## src/rtl/ex_muldiv_if.sv

```systemverilog
// Request/result bundle between the EX stage pipeline and the multiply/divide unit.
// master = pipeline side (drives the op), slave = ex_muldiv.
interface ex_muldiv_if #(
    parameter int unsigned DATA_W = 32
);
    logic              refresh;
    logic              pipe_hold;
    logic              ex_mult;
    logic              ex_div;
    logic              ex_mdsign;
    logic [DATA_W-1:0] ex_A;
    logic [DATA_W-1:0] ex_B;
    logic              md_stall;
    logic              md_valid;
    logic [DATA_W-1:0] md_hi;
    logic [DATA_W-1:0] md_lo;

    modport master (
        output refresh, pipe_hold, ex_mult, ex_div, ex_mdsign, ex_A, ex_B,
        input  md_stall, md_valid, md_hi, md_lo
    );

    modport slave (
        input  refresh, pipe_hold, ex_mult, ex_div, ex_mdsign, ex_A, ex_B,
        output md_stall, md_valid, md_hi, md_lo
    );
endinterface

```

## src/rtl/ex_muldiv.sv

```systemverilog
// Multi-cycle MULT(U)/DIV(U) unit for the EX stage: iterative shift-add / restoring divide.
// Define MDU_FAST_MULT_EN to compute multiplies in one MUL cycle with the '*' operator.
module ex_muldiv #(
    parameter int unsigned DATA_W = 32,
    parameter int unsigned CNT_W  = 6
) (
    input logic         clk,
    input logic         resetn,
    ex_muldiv_if.slave  md
);

`ifdef MDU_FAST_MULT_EN
    typedef enum logic [1:0] {StIdle, StCalc, StDone, StMul} state_e;
`else
    typedef enum logic [1:0] {StIdle, StCalc, StDone} state_e;
`endif

    localparam logic [CNT_W-1:0] LastCnt = CNT_W'(DATA_W - 1);

    state_e            state_q, state_d;
    logic [CNT_W-1:0]  count_q, count_d;
    // Divide: acc_hi = partial remainder, acc_lo = dividend/quotient shift register.
    // Multiply: acc_hi = upper product, acc_lo = multiplier/lower product.
    logic [DATA_W-1:0] acc_hi_q, acc_hi_d;
    logic [DATA_W-1:0] acc_lo_q, acc_lo_d;
    logic [DATA_W-1:0] opnd_q, opnd_d;
    logic              is_div_q, is_div_d;
    logic              neg_res_q, neg_res_d;
    logic              neg_rem_q, neg_rem_d;
    logic [DATA_W-1:0] md_hi_q, md_hi_d;
    logic [DATA_W-1:0] md_lo_q, md_lo_d;

    logic              req;
    logic              a_neg, b_neg;
    logic [DATA_W-1:0] a_mag, b_mag;
    logic [DATA_W:0]   rem_sh, rem_sub, mul_sum;
    logic [DATA_W-1:0] calc_hi, calc_lo;
    logic [DATA_W-1:0] fix_hi, fix_lo;
    logic [2*DATA_W-1:0] prod_fix;
`ifdef MDU_FAST_MULT_EN
    logic [2*DATA_W-1:0] prod_fast, prod_fast_fix;
`endif

    always_comb begin
        req   = md.ex_mult | md.ex_div;
        a_neg = md.ex_mdsign & md.ex_A[DATA_W-1];
        b_neg = md.ex_mdsign & md.ex_B[DATA_W-1];
        // 0x80000000 negates to itself, which reads correctly as magnitude 2^31.
        a_mag = a_neg ? -md.ex_A : md.ex_A;
        b_mag = b_neg ? -md.ex_B : md.ex_B;

        rem_sh  = {acc_hi_q, acc_lo_q[DATA_W-1]};
        rem_sub = rem_sh - {1'b0, opnd_q};
        mul_sum = {1'b0, acc_hi_q} + (acc_lo_q[0] ? {1'b0, opnd_q} : '0);

        if (is_div_q) begin
            if (!rem_sub[DATA_W]) begin
                calc_hi = rem_sub[DATA_W-1:0];
                calc_lo = {acc_lo_q[DATA_W-2:0], 1'b1};
            end else begin
                calc_hi = rem_sh[DATA_W-1:0];
                calc_lo = {acc_lo_q[DATA_W-2:0], 1'b0};
            end
        end else begin
            calc_hi = mul_sum[DATA_W:1];
            calc_lo = {mul_sum[0], acc_lo_q[DATA_W-1:1]};
        end

        prod_fix = neg_res_q ? -{calc_hi, calc_lo} : {calc_hi, calc_lo};
        if (is_div_q) begin
            fix_hi = neg_rem_q ? -calc_hi : calc_hi;
            fix_lo = neg_res_q ? -calc_lo : calc_lo;
        end else begin
            fix_hi = prod_fix[2*DATA_W-1:DATA_W];
            fix_lo = prod_fix[DATA_W-1:0];
        end

`ifdef MDU_FAST_MULT_EN
        prod_fast     = {{DATA_W{1'b0}}, opnd_q} * {{DATA_W{1'b0}}, acc_lo_q};
        prod_fast_fix = neg_res_q ? -prod_fast : prod_fast;
`endif
    end

    always_comb begin
        state_d   = state_q;
        count_d   = count_q;
        acc_hi_d  = acc_hi_q;
        acc_lo_d  = acc_lo_q;
        opnd_d    = opnd_q;
        is_div_d  = is_div_q;
        neg_res_d = neg_res_q;
        neg_rem_d = neg_rem_q;
        md_hi_d   = md_hi_q;
        md_lo_d   = md_lo_q;

        unique case (state_q)
            StIdle: begin
                if (req) begin
                    is_div_d  = md.ex_div;
                    acc_hi_d  = '0;
                    count_d   = '0;
                    neg_res_d = a_neg ^ b_neg;
                    if (md.ex_div) begin
                        acc_lo_d  = a_mag;
                        opnd_d    = b_mag;
                        neg_rem_d = a_neg;
                        state_d   = StCalc;
                    end else begin
                        acc_lo_d  = b_mag;
                        opnd_d    = a_mag;
                        neg_rem_d = a_neg ^ b_neg;
`ifdef MDU_FAST_MULT_EN
                        state_d   = StMul;
`else
                        state_d   = StCalc;
`endif
                    end
                end
            end
            StCalc: begin
                count_d  = count_q + CNT_W'(1);
                acc_hi_d = calc_hi;
                acc_lo_d = calc_lo;
                if (count_q == LastCnt) begin
                    md_hi_d = fix_hi;
                    md_lo_d = fix_lo;
                    state_d = StDone;
                end
            end
            StDone: begin
                if (!md.pipe_hold) begin
                    state_d = StIdle;
                end
            end
`ifdef MDU_FAST_MULT_EN
            StMul: begin
                md_hi_d = prod_fast_fix[2*DATA_W-1:DATA_W];
                md_lo_d = prod_fast_fix[DATA_W-1:0];
                state_d = StDone;
            end
`endif
            default: state_d = StIdle;
        endcase

        // A flush abandons the op without touching the visible result.
        if (md.refresh) begin
            state_d = StIdle;
            md_hi_d = md_hi_q;
            md_lo_d = md_lo_q;
        end
    end

    always_ff @(posedge clk) begin
        if (!resetn) begin
            state_q   <= StIdle;
            count_q   <= '0;
            acc_hi_q  <= '0;
            acc_lo_q  <= '0;
            opnd_q    <= '0;
            is_div_q  <= 1'b0;
            neg_res_q <= 1'b0;
            neg_rem_q <= 1'b0;
            md_hi_q   <= '0;
            md_lo_q   <= '0;
        end else begin
            state_q   <= state_d;
            count_q   <= count_d;
            acc_hi_q  <= acc_hi_d;
            acc_lo_q  <= acc_lo_d;
            opnd_q    <= opnd_d;
            is_div_q  <= is_div_d;
            neg_res_q <= neg_res_d;
            neg_rem_q <= neg_rem_d;
            md_hi_q   <= md_hi_d;
            md_lo_q   <= md_lo_d;
        end
    end

    always_comb begin
        md.md_stall = resetn & (((state_q == StIdle) & req) | (state_q == StCalc)
`ifdef MDU_FAST_MULT_EN
                               | (state_q == StMul)
`endif
                               );
        md.md_valid = resetn & (state_q == StDone) & ~md.refresh;
        md.md_hi    = md_hi_q;
        md.md_lo    = md_lo_q;
    end

endmodule

```

## src/flat_wrapper.sv

```systemverilog
// flat-port wrapper written by rule: the top's interface ports become plain ports
module ex_muldiv_flat 
#(
    parameter int unsigned DATA_W = 32,
    parameter int unsigned CNT_W  = 6
)
  (clk, resetn, md_refresh, md_pipe_hold, md_ex_mult, md_ex_div, md_ex_mdsign, md_ex_A, md_ex_B, md_md_stall, md_md_valid, md_md_hi, md_md_lo);
  ex_muldiv_if #(.DATA_W(DATA_W)) md_i ();
  input logic clk;
  input logic resetn;
  input wire logic [$bits(md_i.refresh)-1:0] md_refresh;
  input wire logic [$bits(md_i.pipe_hold)-1:0] md_pipe_hold;
  input wire logic [$bits(md_i.ex_mult)-1:0] md_ex_mult;
  input wire logic [$bits(md_i.ex_div)-1:0] md_ex_div;
  input wire logic [$bits(md_i.ex_mdsign)-1:0] md_ex_mdsign;
  input wire logic [$bits(md_i.ex_A)-1:0] md_ex_A;
  input wire logic [$bits(md_i.ex_B)-1:0] md_ex_B;
  output wire logic [$bits(md_i.md_stall)-1:0] md_md_stall;
  output wire logic [$bits(md_i.md_valid)-1:0] md_md_valid;
  output wire logic [$bits(md_i.md_hi)-1:0] md_md_hi;
  output wire logic [$bits(md_i.md_lo)-1:0] md_md_lo;
  assign md_i.refresh = md_refresh;
  assign md_i.pipe_hold = md_pipe_hold;
  assign md_i.ex_mult = md_ex_mult;
  assign md_i.ex_div = md_ex_div;
  assign md_i.ex_mdsign = md_ex_mdsign;
  assign md_i.ex_A = md_ex_A;
  assign md_i.ex_B = md_ex_B;
  assign md_md_stall = md_i.md_stall;
  assign md_md_valid = md_i.md_valid;
  assign md_md_hi = md_i.md_hi;
  assign md_md_lo = md_i.md_lo;
  ex_muldiv #(.DATA_W(DATA_W), .CNT_W(CNT_W)) u_core (.clk(clk), .resetn(resetn), .md(md_i));
endmodule
```

## config.mk

```make
export PLATFORM = sky130hd
export DESIGN_NAME = ex_muldiv_flat
export DESIGN_NICKNAME = d
export VERILOG_FILES = /design/src/rtl/ex_muldiv_if.sv /design/src/rtl/ex_muldiv.sv /design/src/flat_wrapper.sv
export SDC_FILE = /design/constraint.sdc
export NUM_CORES = 1
export LEC_CHECK = 0
export ABC_AREA = 1
export BUFFER_PORTS_ARGS = -buffer_cell sky130_fd_sc_hd__buf_4
export CORE_MARGIN = 2
export CORE_UTILIZATION = 25
export DETAILED_ROUTE_END_ITERATION = 8
export PLACE_DENSITY = 0.51
export SYNTH_ARGS = -nofsm -noshare
export SYNTH_HDL_FRONTEND = slang
export SYNTH_SLANG_ARGS = --single-unit
```

## constraint.sdc

```tcl
create_clock -name clk -period 4.55 [get_ports clk]
set_input_delay 0.455 -clock clk [delete_from_list [all_inputs] [get_ports clk]]
set_output_delay 0.455 -clock clk [all_outputs]
set_load 0.02 [all_outputs]
```

==> impl_metrics.json, run 1 <==
{
  "path_class": "reg -> reg",
  "worst_ep_required_time_ns": 4.95,
  "clk_pin_slew_ns": 0.09,
  "cp_num_buf_inv": 2,
  "yosysUniqueCellTypes": 52,
  "cp-start-kind": "flop",
  "synthTopCellsByArea": "dfxtp_1 20%, nand2_1 20%, inv_1 10%",
  "tns_ns": 0,
  "worst_pin_slew_ns": 0.948,
  "grt_pass1_wl_mm": 108,
  "drive_gt1_frac": 0.114,
  "maxCapViolations": 0,
  "cts_buffer_depth": 2,
  "ys_seq_elements": 171,
  "cts_root_buffer": "clkbuf_16",
  "die_y_um": 265,
  "postRouteAntennaNets": 0,
  "dp_hpwl_mm": 57.3,
  "finalCritPeriodShare": 0.940,
  "drt-wirelength-per-cell_um": 17.6,
  "crit_family": "simple AND/OR/NAND/NOR gates",
  "final.setup.worst_slack_ns": 0.274,
  "ys_async_sr_fraction": 0,
  "fmax_ghz": 0.234,
  "initial_core_util": 0.253,
  "drtIter0Drc": 1465,
  "grt_max_degree": 112,
  "numCtsBuffers": 17,
  "synth.largest_area_cell": "dfxtp_1",
  "vias": 19035,
  "core.rowCount": 95,
  "yosysSeqAreaShare": 0.201,
  "synth_warnings": 0,
  "num_io_pins": 137,
  "gp_congestion": 0.945,
  "drt_pre_antenna_iters": 5,
  "antenna_found_initial": 0,
  "synth_edf_count": 0,
  "crit_slowest_cell": "dfxtp_1",
  "worstSkewPairLatency_ns": 0.51,
  "synth.top_cell.area_share": 0.201,
  "setup_viol": 0,
  "syn_avg_cell_area_sq_um": 5.68,
  "core_sq_mm": 0.0673,
  "cp.arrival_ns": 4.67,
  "cts_hold_buf": 0,
  "ir_worst_vdd_v": 0.000184,
  "synth_nets": 3140,
  "area_growth_pct": 17.1,
  "h-tree-depth": 4,
  "clock_skew_ns": 0.0134,
  "crit_path_end_kind": "flop",
  "syn_area_sq_mm": 0.0170,
  "hp-class": "in -> reg",
  "remaining_drc_errors": 0,
  "place_ws_ns": 0.199,
  "viasPerCell": 4.76,
  "synthCells": 2998,
  "path_common_cell": "nand2_1",
  "relSlewSlack": 0.367,
  "status": "complete, no violations",
  "grt_usage": 0.199,
  "dieArea_sq_mm": 0.0703,
  "fin_cells": 3995,
  "timing.hold.ws_ns": 0.224,
  "port_buffers": 136,
  "grt_pass1_vias": 17978,
  "slowest_delay_ns": 0.52,
  "overflow": 0,
  "hold_violations": 0,
  "report.final.slew_viol_count": 0,
  "rsz0062_at_grt": "no",
  "path_max_fanout": 27,
  "finalWirelength_mm": 70.4,
  "p_per_area_mw_per_mm2": 252,
  "path_cells": "buf_4 -> nand2_1 -> inv_1 -> ha_1 -> nand2_1 -> nor2_1 -> nand2_1 -> o21ai_1 -> nand3_1 -> nand2_1 -> nand2_1 -> nand3_1 -> nand2_1 -> nor2_1 -> nand2_1 -> nor2_1 -> nand2_1 -> nand2_1 -> nand3_1 -> nand3_1 -> nand2_1 -> nor2_1 -> nor2_1",
  "nets": 3251,
  "diodes": 0,
  "cts_tree": "built",
  "dominantRegCellSynth": "dfxtp_1",
  "dp_cells": 3956,
  "die_w_um": 265,
  "cts_sinks": 171,
  "period_needed_ns": 4.28,
  "power.leakage_nw": 10.1
}
sequential cells by signal (all words and copies together), names as in the netlist:
signal and flops:
u_core.neg_rem_q 1, u_core.opnd_q 32, u_core.acc_lo_q 32, u_core.acc_hi_q 32, u_core.neg_res_q 1, u_core.md.md_lo 32
u_core.count_q 6, u_core.is_div_q 1, u_core.md.md_hi 32, u_core.state_q 2
final cells by class:
type / count / area [sq um]
Multi-Input combinational cell: 2230 / 11500
Sequential cell: 171 / 3430
Inverter: 488 / 1830
Clock inverter: 15 / 178
Tap cell: 873 / 1090
Clock buffer: 17 / 425
Timing Repair Buffer: 201 / 1520
Fill cell: 7746 / 47300
synth_stat cells, types with 14 or more instances:
cell / instances
nand3b_1: 24
xor2_1: 59
nor2_2: 24
o21ai_1: 14
a21oi_1: 174
dfxtp_1: 171
o21ai_0: 190
o211ai_1: 24
xnor2_1: 28
nor3_1: 29
nand4_1: 17
o22ai_1: 20
nand2_2: 18
a32o_1: 19
clkbuf_1: 76
nand2_1: 899
inv_1: 475
o221ai_1: 31
nor2_1: 303
nand3_1: 184
ha_1: 69
worst min-delay path: stages:
cell     delay [ns]
buf_4          0.11
nand3_1        0.07
a21oi_1        0.06
metal layers:
| layer | routed length [um] | global-route usage | vias to the layer above |
|---|---|---|---|
| li1 | - | - | 9802 |
| met5 | 0 | 0 | - |
| met1 | 31600 | 0.255 | 8687 |
| met2 | 33000 | 0.335 | 463 |
| met3 | 2960 | 0.0276 | 83 |
| met4 | 2910 | 0.0820 | 0 |
where the power goes:
group	internal (mW)	switching, mW	leakage, nW
Combinational	0.578	1.28	8.39
Clock	0.740	0.825	0.290
Sequential	1.56	0.0511	1.39
path summary, 6_finish.rpt:
| check | from | to | slack [ns] | cells past startpoint |
|---|---|---|---|---|
| max | u_core.acc_lo_q[0]$_SDFFE_PN0P_ | u_core.md.md_hi[31]$_SDFFE_PN0P_ | 0.27 | 23 |
| min | md_pipe_hold | u_core.state_q[1]$_SDFFE_PP0P_ | 0.22 | 3 |
| max reg2reg | u_core.acc_lo_q[0]$_SDFFE_PN0P_ | u_core.md.md_hi[31]$_SDFFE_PN0P_ | 0.27 | 23 |
| min reg2reg | u_core.count_q[3]$_SDFFE_PN0P_ | u_core.count_q[3]$_SDFFE_PN0P_ | 0.49 | 2 |
kinds of logic after synthesis:
logic type,count (synthesis),share of synthesized area
adder cells (fa/ha/maj),71,0.0530
buffers and inverters,597,0.136
multiplexers,6,0.00352
XOR/XNOR,87,0.0447
flip-flops,171,0.201
AO/OA/AOI/OAI,528,0.182
AND/OR/NAND/NOR,1538,0.380
placed cells by master (no fill, tap or decap), drive strengths merged, types with 3 or more instances in the layout:
master / count
a211oi: 4
a21oi: 179
a22oi: 6
a31oi: 8
a32o: 19
buf: 201
clkbuf: 17
clkinv: 10
dfxtp: 171
ha: 69
inv: 492
mux2i: 6
nand2: 922
nand3: 192
nand3b: 24
nand4: 17
nor2: 330
nor3: 32
nor4: 10
o211ai: 24
o21a: 8
o21ai: 206
o21bai: 10
o221ai: 31
o22ai: 20
o31ai: 3
or2: 9
xnor2: 28
xor2: 59
stage by stage:
| step | utilization | power [mW] | area [sq um] |
|---|---|---|---|
| 2_1_floorplan | - | 2.86 | 17000 |
| 5_1_grt | 0.297 | 5.34 | 20000 |
| 3_3_place_gp | 0.284 | 3.45 | 19100 |
| 3_5_place_dp | 0.284 | 3.44 | 19100 |
| 6_report | 0.297 | 5.04 | 20000 |
| 4_1_cts | 0.293 | 5.02 | 19700 |
repair_timing:
action                     CTS  global route
setup endpoints to repair    0            14
buffers inserted             0             7
resized for setup            0            38
Note: power is estimated with default switching activity, not from simulation.
==> run 2: changes to the inputs <==
CORE_UTILIZATION = 40   (was 25)
PLACE_DENSITY = 0.68   (was 0.51)
==> impl_metrics.json, run 2 (synthesis gave the netlist of run 1 again) <==
{
  "grt_pass1_vias": 17721,
  "initial_core_util": 0.405,
  "remaining_drc_errors": 0,
  "antenna_found_initial": 0,
  "worst_pin_slew_ns": 1.05,
  "p_int_mw": 2.86,
  "postRouteAntennaNets": 0,
  "path_max_fanout": 5,
  "switching_share": 0.418,
  "slowest_delay_ns": 0.37,
  "cts_tree": "built",
  "finalCritPeriodShare": 0.940,
  "h-tree-depth": 4,
  "core.rowCount": 75,
  "grt_usage": 0.278,
  "worst_ep_required_time_ns": 4.92,
  "cp.arrival_ns": 4.65,
  "fmax_ghz": 0.234,
  "grt_max_degree": 121,
  "drt_pre_antenna_iters": 7,
  "finalWirelength_mm": 61.9,
  "overflow": 0,
  "crit_slowest_cell": "ha_1",
  "nets": 3227,
  "final_core_util": 0.458,
  "area_growth_pct": 13.0,
  "port_buffers": 136,
  "totalPowerFinal_mw": 4.90,
  "cp_num_buf_inv": 3,
  "period_needed_ns": 4.28,
  "path_common_cell": "nand2_1",
  "cts_root_buffer": "clkbuf_16",
  "gp_congestion": 1.03,
  "crit_family": "simple AND/OR/NAND/NOR gates",
  "crit_path_end_kind": "flop",
  "cts_buffer_depth": 2,
  "viasPerCell": 5.27,
  "dp_hpwl_mm": 49.6,
  "worstSkewPairLatency_ns": 0.47,
  "maxCapViolations": 0,
  "hold_violations": 0,
  "tns_ns": 0,
  "p_clk_frac": 0.306,
  "clock_skew_ns": 0.0168,
  "p_comb_frac": 0.365,
  "ir_worst_vdd_v": 0.000300,
  "p_seq_frac": 0.329,
  "relSlewSlack": 0.300,
  "final_cell_mix": "897 x nand2_1, 474 x inv_1, 299 x nor2_1, 189 x o21ai_0, 184 x nand3_1",
  "dieArea_sq_mm": 0.0443,
  "power.leakage_nw": 9.96,
  "place_ws_ns": 0.148,
  "diodes": 0,
  "vias": 19153,
  "report.final.slew_viol_count": 0,
  "cts_sinks": 171,
  "drive_gt1_frac": 0.101,
  "drt-wirelength-per-cell_um": 17.0,
  "final_common_cell": "nand2_1",
  "hp-class": "in -> reg",
  "drtIter0Drc": 1840,
  "path_class": "reg -> reg",
  "p_per_area_mw_per_mm2": 255,
  "die_w_um": 210,
  "power_switching_mw": 2.05,
  "grt_pass1_wl_mm": 96.4,
  "cp-start-kind": "flop",
  "final.setup.worst_slack_ns": 0.272,
  "die_y_um": 210,
  "num_io_pins": 137,
  "clk_pin_slew_ns": 0.08,
  "status": "complete, no violations",
  "timing.hold.ws_ns": 0.257,
  "core_sq_mm": 0.0420,
  "setup_viol": 0,
  "numCtsBuffers": 17
}
-- run 2: cell types whose count changed in the layout (fill, tap and decap cells not counted), sizes merged --
cell	before	now
buf	201	177
clkinvlp	1	0
inv	492	493
-- run 2: power by group through the flow --
stage	logic (mW)	clock network, mW	registers, mW
final	1.79	1.50	1.62
after global routing	1.99	1.57	1.62
after CTS	1.73	1.52	1.61
after detailed placement	1.72	0	1.65
after global placement	1.73	0	1.64
after floorplan	1.23	0	1.62
-- run 2: path summary, 6_finish.rpt --
kind / from / slack [ns] / cells past startpoint / endpoint
hold / removal: md_pipe_hold / 0.26 / 3 / u_core.state_q[1]$_SDFFE_PP0P_
setup reg to reg: u_core.opnd_q[18]$_SDFFE_PN0P_ / 0.27 / 33 / u_core.md.md_hi[28]$_SDFFE_PN0P_
hold reg to reg: u_core.count_q[3]$_SDFFE_PN0P_ / 0.49 / 2 / u_core.count_q[3]$_SDFFE_PN0P_
setup / recovery: u_core.opnd_q[18]$_SDFFE_PN0P_ / 0.27 / 33 / u_core.md.md_hi[28]$_SDFFE_PN0P_
-- run 2: layer usage --
| metal | up-vias | global-route usage | wire [um] |
|---|---|---|---|
| li1 | 9757 | - | - |
| met3 | 127 | 0.0344 | 3850 |
| met5 | - | 0 | 0 |
| met1 | 8536 | 0.366 | 27700 |
| met4 | 0 | 0.152 | 3340 |
| met2 | 733 | 0.442 | 27000 |
-- run 2: what timing repair did --
action                     4_1_cts  5_1_grt
setup endpoints to repair        0       13
setup buffers                    0        5
resized for setup                0       19
hold buffers                     0        0
-- run 2: final cells by class --
cell class                 count  area, sq um
timing repair buffer         177         1340
inverter                     488         1830
tap                          539          674
multi-input combinational   2230        11400
clock buffer                  17          425
clock inverter                15          175
fill                        4614        22800
sequential                   171         3430
-- run 2: per-stage QoR --
step,area (sq um),std cells
finish,19300,3637
global route,19300,3637
CTS,19100,3632
detailed placement,18500,3600
global placement,18500,3600
floorplan,17000,2998
-- run 2: worst min-delay path, stage by stage --
cell     delay, ns
buf_4         0.11
nand3_1       0.07
a21oi_1       0.06
==> run 3: changes to the inputs <==
RECOVER_POWER = 100   (was unset)
==> impl_metrics.json, run 3 (synthesis gave the netlist of run 1 again) <==
{
  "vias": 19064,
  "drive_gt1_frac": 0.0765,
  "area_growth_pct": 11.3,
  "worst_pin_slew_ns": 2.18,
  "clock_skew_ns": 0.0188,
  "dp_hpwl_mm": 49.6,
  "fmax_ghz": 0.230,
  "num_io_pins": 137,
  "final_cell_mix": "897 x nand2_1, 475 x inv_1, 302 x nor2_1, 190 x o21ai_0, 184 x nand3_1",
  "status": "finished with violations",
  "remaining_drc_errors": 0,
  "grt_pass1_wl_mm": 96.4,
  "crit_path_end_kind": "output port",
  "die_w_um": 210,
  "die_y_um": 210,
  "final_common_cell": "nand2_1",
  "period_needed_ns": 4.36,
  "antenna_found_initial": 0,
  "setup_viol": 0,
  "hp-class": "in -> reg",
  "postRouteAntennaNets": 0,
  "p_per_area_mw_per_mm2": 258,
  "drtIter0Drc": 1845,
  "nets": 3227,
  "relSlewSlack": -0.454,
  "finalCritPeriodShare": 0.957,
  "cts_root_buffer": "clkbuf_16",
  "power.leakage_nw": 9.66,
  "p_seq_frac": 0.330,
  "p_comb_frac": 0.364,
  "cts_sinks": 171,
  "overflow": 0,
  "p_int_mw": 2.85,
  "diodes": 0,
  "final_core_util": 0.451,
  "port_buffers": 136,
  "dpl_cell_area_sq_mm": 0.0185,
  "dieArea_sq_mm": 0.0443,
  "path_max_fanout": 42,
  "finalWirelength_mm": 61.7,
  "hold_violations": 0,
  "cts_tree": "built",
  "grt_max_degree": 121,
  "ir_worst_vdd_v": 0.000300,
  "core.rowCount": 75,
  "drt-wirelength-per-cell_um": 17.0,
  "design_area_sq_mm": 0.0190,
  "maxCapViolations": 2,
  "cp.arrival_ns": 3.90,
  "power_switching_mw": 2.04,
  "grt_usage": 0.278,
  "switching_share": 0.418,
  "clk_pin_slew_ns": 0.08,
  "path_class": "reg -> out",
  "gp_congestion": 1.03,
  "p_clk_frac": 0.306,
  "grt_pass1_vias": 17721,
  "cts_buffer_depth": 2,
  "worst_ep_required_time_ns": 4.09,
  "totalPowerFinal_mw": 4.89,
  "worstSkewPairLatency_ns": 0.47,
  "report.final.slew_viol_count": 79,
  "cp-start-kind": "flop",
  "drt_pre_antenna_iters": 8,
  "core_sq_mm": 0.0420,
  "initial_core_util": 0.405,
  "h-tree-depth": 4,
  "viasPerCell": 5.24,
  "numCtsBuffers": 17,
  "violations": "capacitance limit, slew limit"
}
==> run 3: area by class of cell <==
type	instances	area, sq um
fill	4685	23100
multi-input combinational	2230	11400
sequential	171	3430
inverter	488	1830
timing repair buffer	177	1070
tap	539	674
clock buffer	17	425
clock inverter	15	175
==> run 3: through the flow <==
| stage | setup slack (ns) | setup TNS [ns] | hold WS, ns | cells |
|---|---|---|---|---|
| 2_1_floorplan | 0.758 | 0 | 0.454 | 2998 |
| 3_3_place_gp | 0.290 | 0 | 0.468 | 3600 |
| 3_5_place_dp | 0.148 | 0 | 0.477 | 3600 |
| 4_1_cts | 0.128 | 0 | 0.243 | 3632 |
| 5_1_grt | -0.0300 | -0.101 | 0.263 | 3637 |
| 6_report | 0.194 | 0 | 0.255 | 3637 |
==> run 3: layer usage <==
metal	vias to the layer above	global-route usage	part of all wire
met5	-	0	0
li1	9754	-	-
met1	8485	0.366	0.45
met3	131	0.0344	0.057
met2	694	0.442	0.43
met4	0	0.152	0.055
==> run 3: final timing paths <==
path | startpoint | to | slack [ns] | depth (start not counted)
worst max-delay path | u_core.state_q[0]$_SDFFE_PP0P_ | md_md_stall | 0.19 | 7
worst min-delay path | md_pipe_hold | u_core.state_q[1]$_SDFFE_PP0P_ | 0.26 | 3
worst max register to register | u_core.opnd_q[18]$_SDFFE_PN0P_ | u_core.md.md_hi[18]$_SDFFE_PN0P_ | 0.29 | 33
worst min register to register | u_core.count_q[4]$_SDFFE_PN0P_ | u_core.count_q[4]$_SDFFE_PN0P_ | 0.49 | 2
==> run 3: timing repair <==
item,4_1_cts,5_1_grt
buffers inserted,0,5
gates resized for setup,0,19
endpoints found under the setup margin,0,13
hold buffers,0,0
==> run 3: power by group through the flow <==
stage          logic, mW  registers [mW]  clock network [mW]
6_report            1.78            1.62                1.50
5_1_grt             1.98            1.62                1.57
4_1_cts             1.73            1.61                1.52
3_5_place_dp        1.72            1.65                   0
3_3_place_gp        1.73            1.64                   0
2_1_floorplan       1.23            1.62                   0
==> run 3: worst max-delay path, stage by stage, from the launching register on <==
cell      delay (ns)
dfxtp_1         0.34
inv_1           0.06
nor2_1          1.09
nor2_1          0.17
clkbuf_1        0.91
nor2_1          0.31
buf_4           0.32
buf_2           0.22
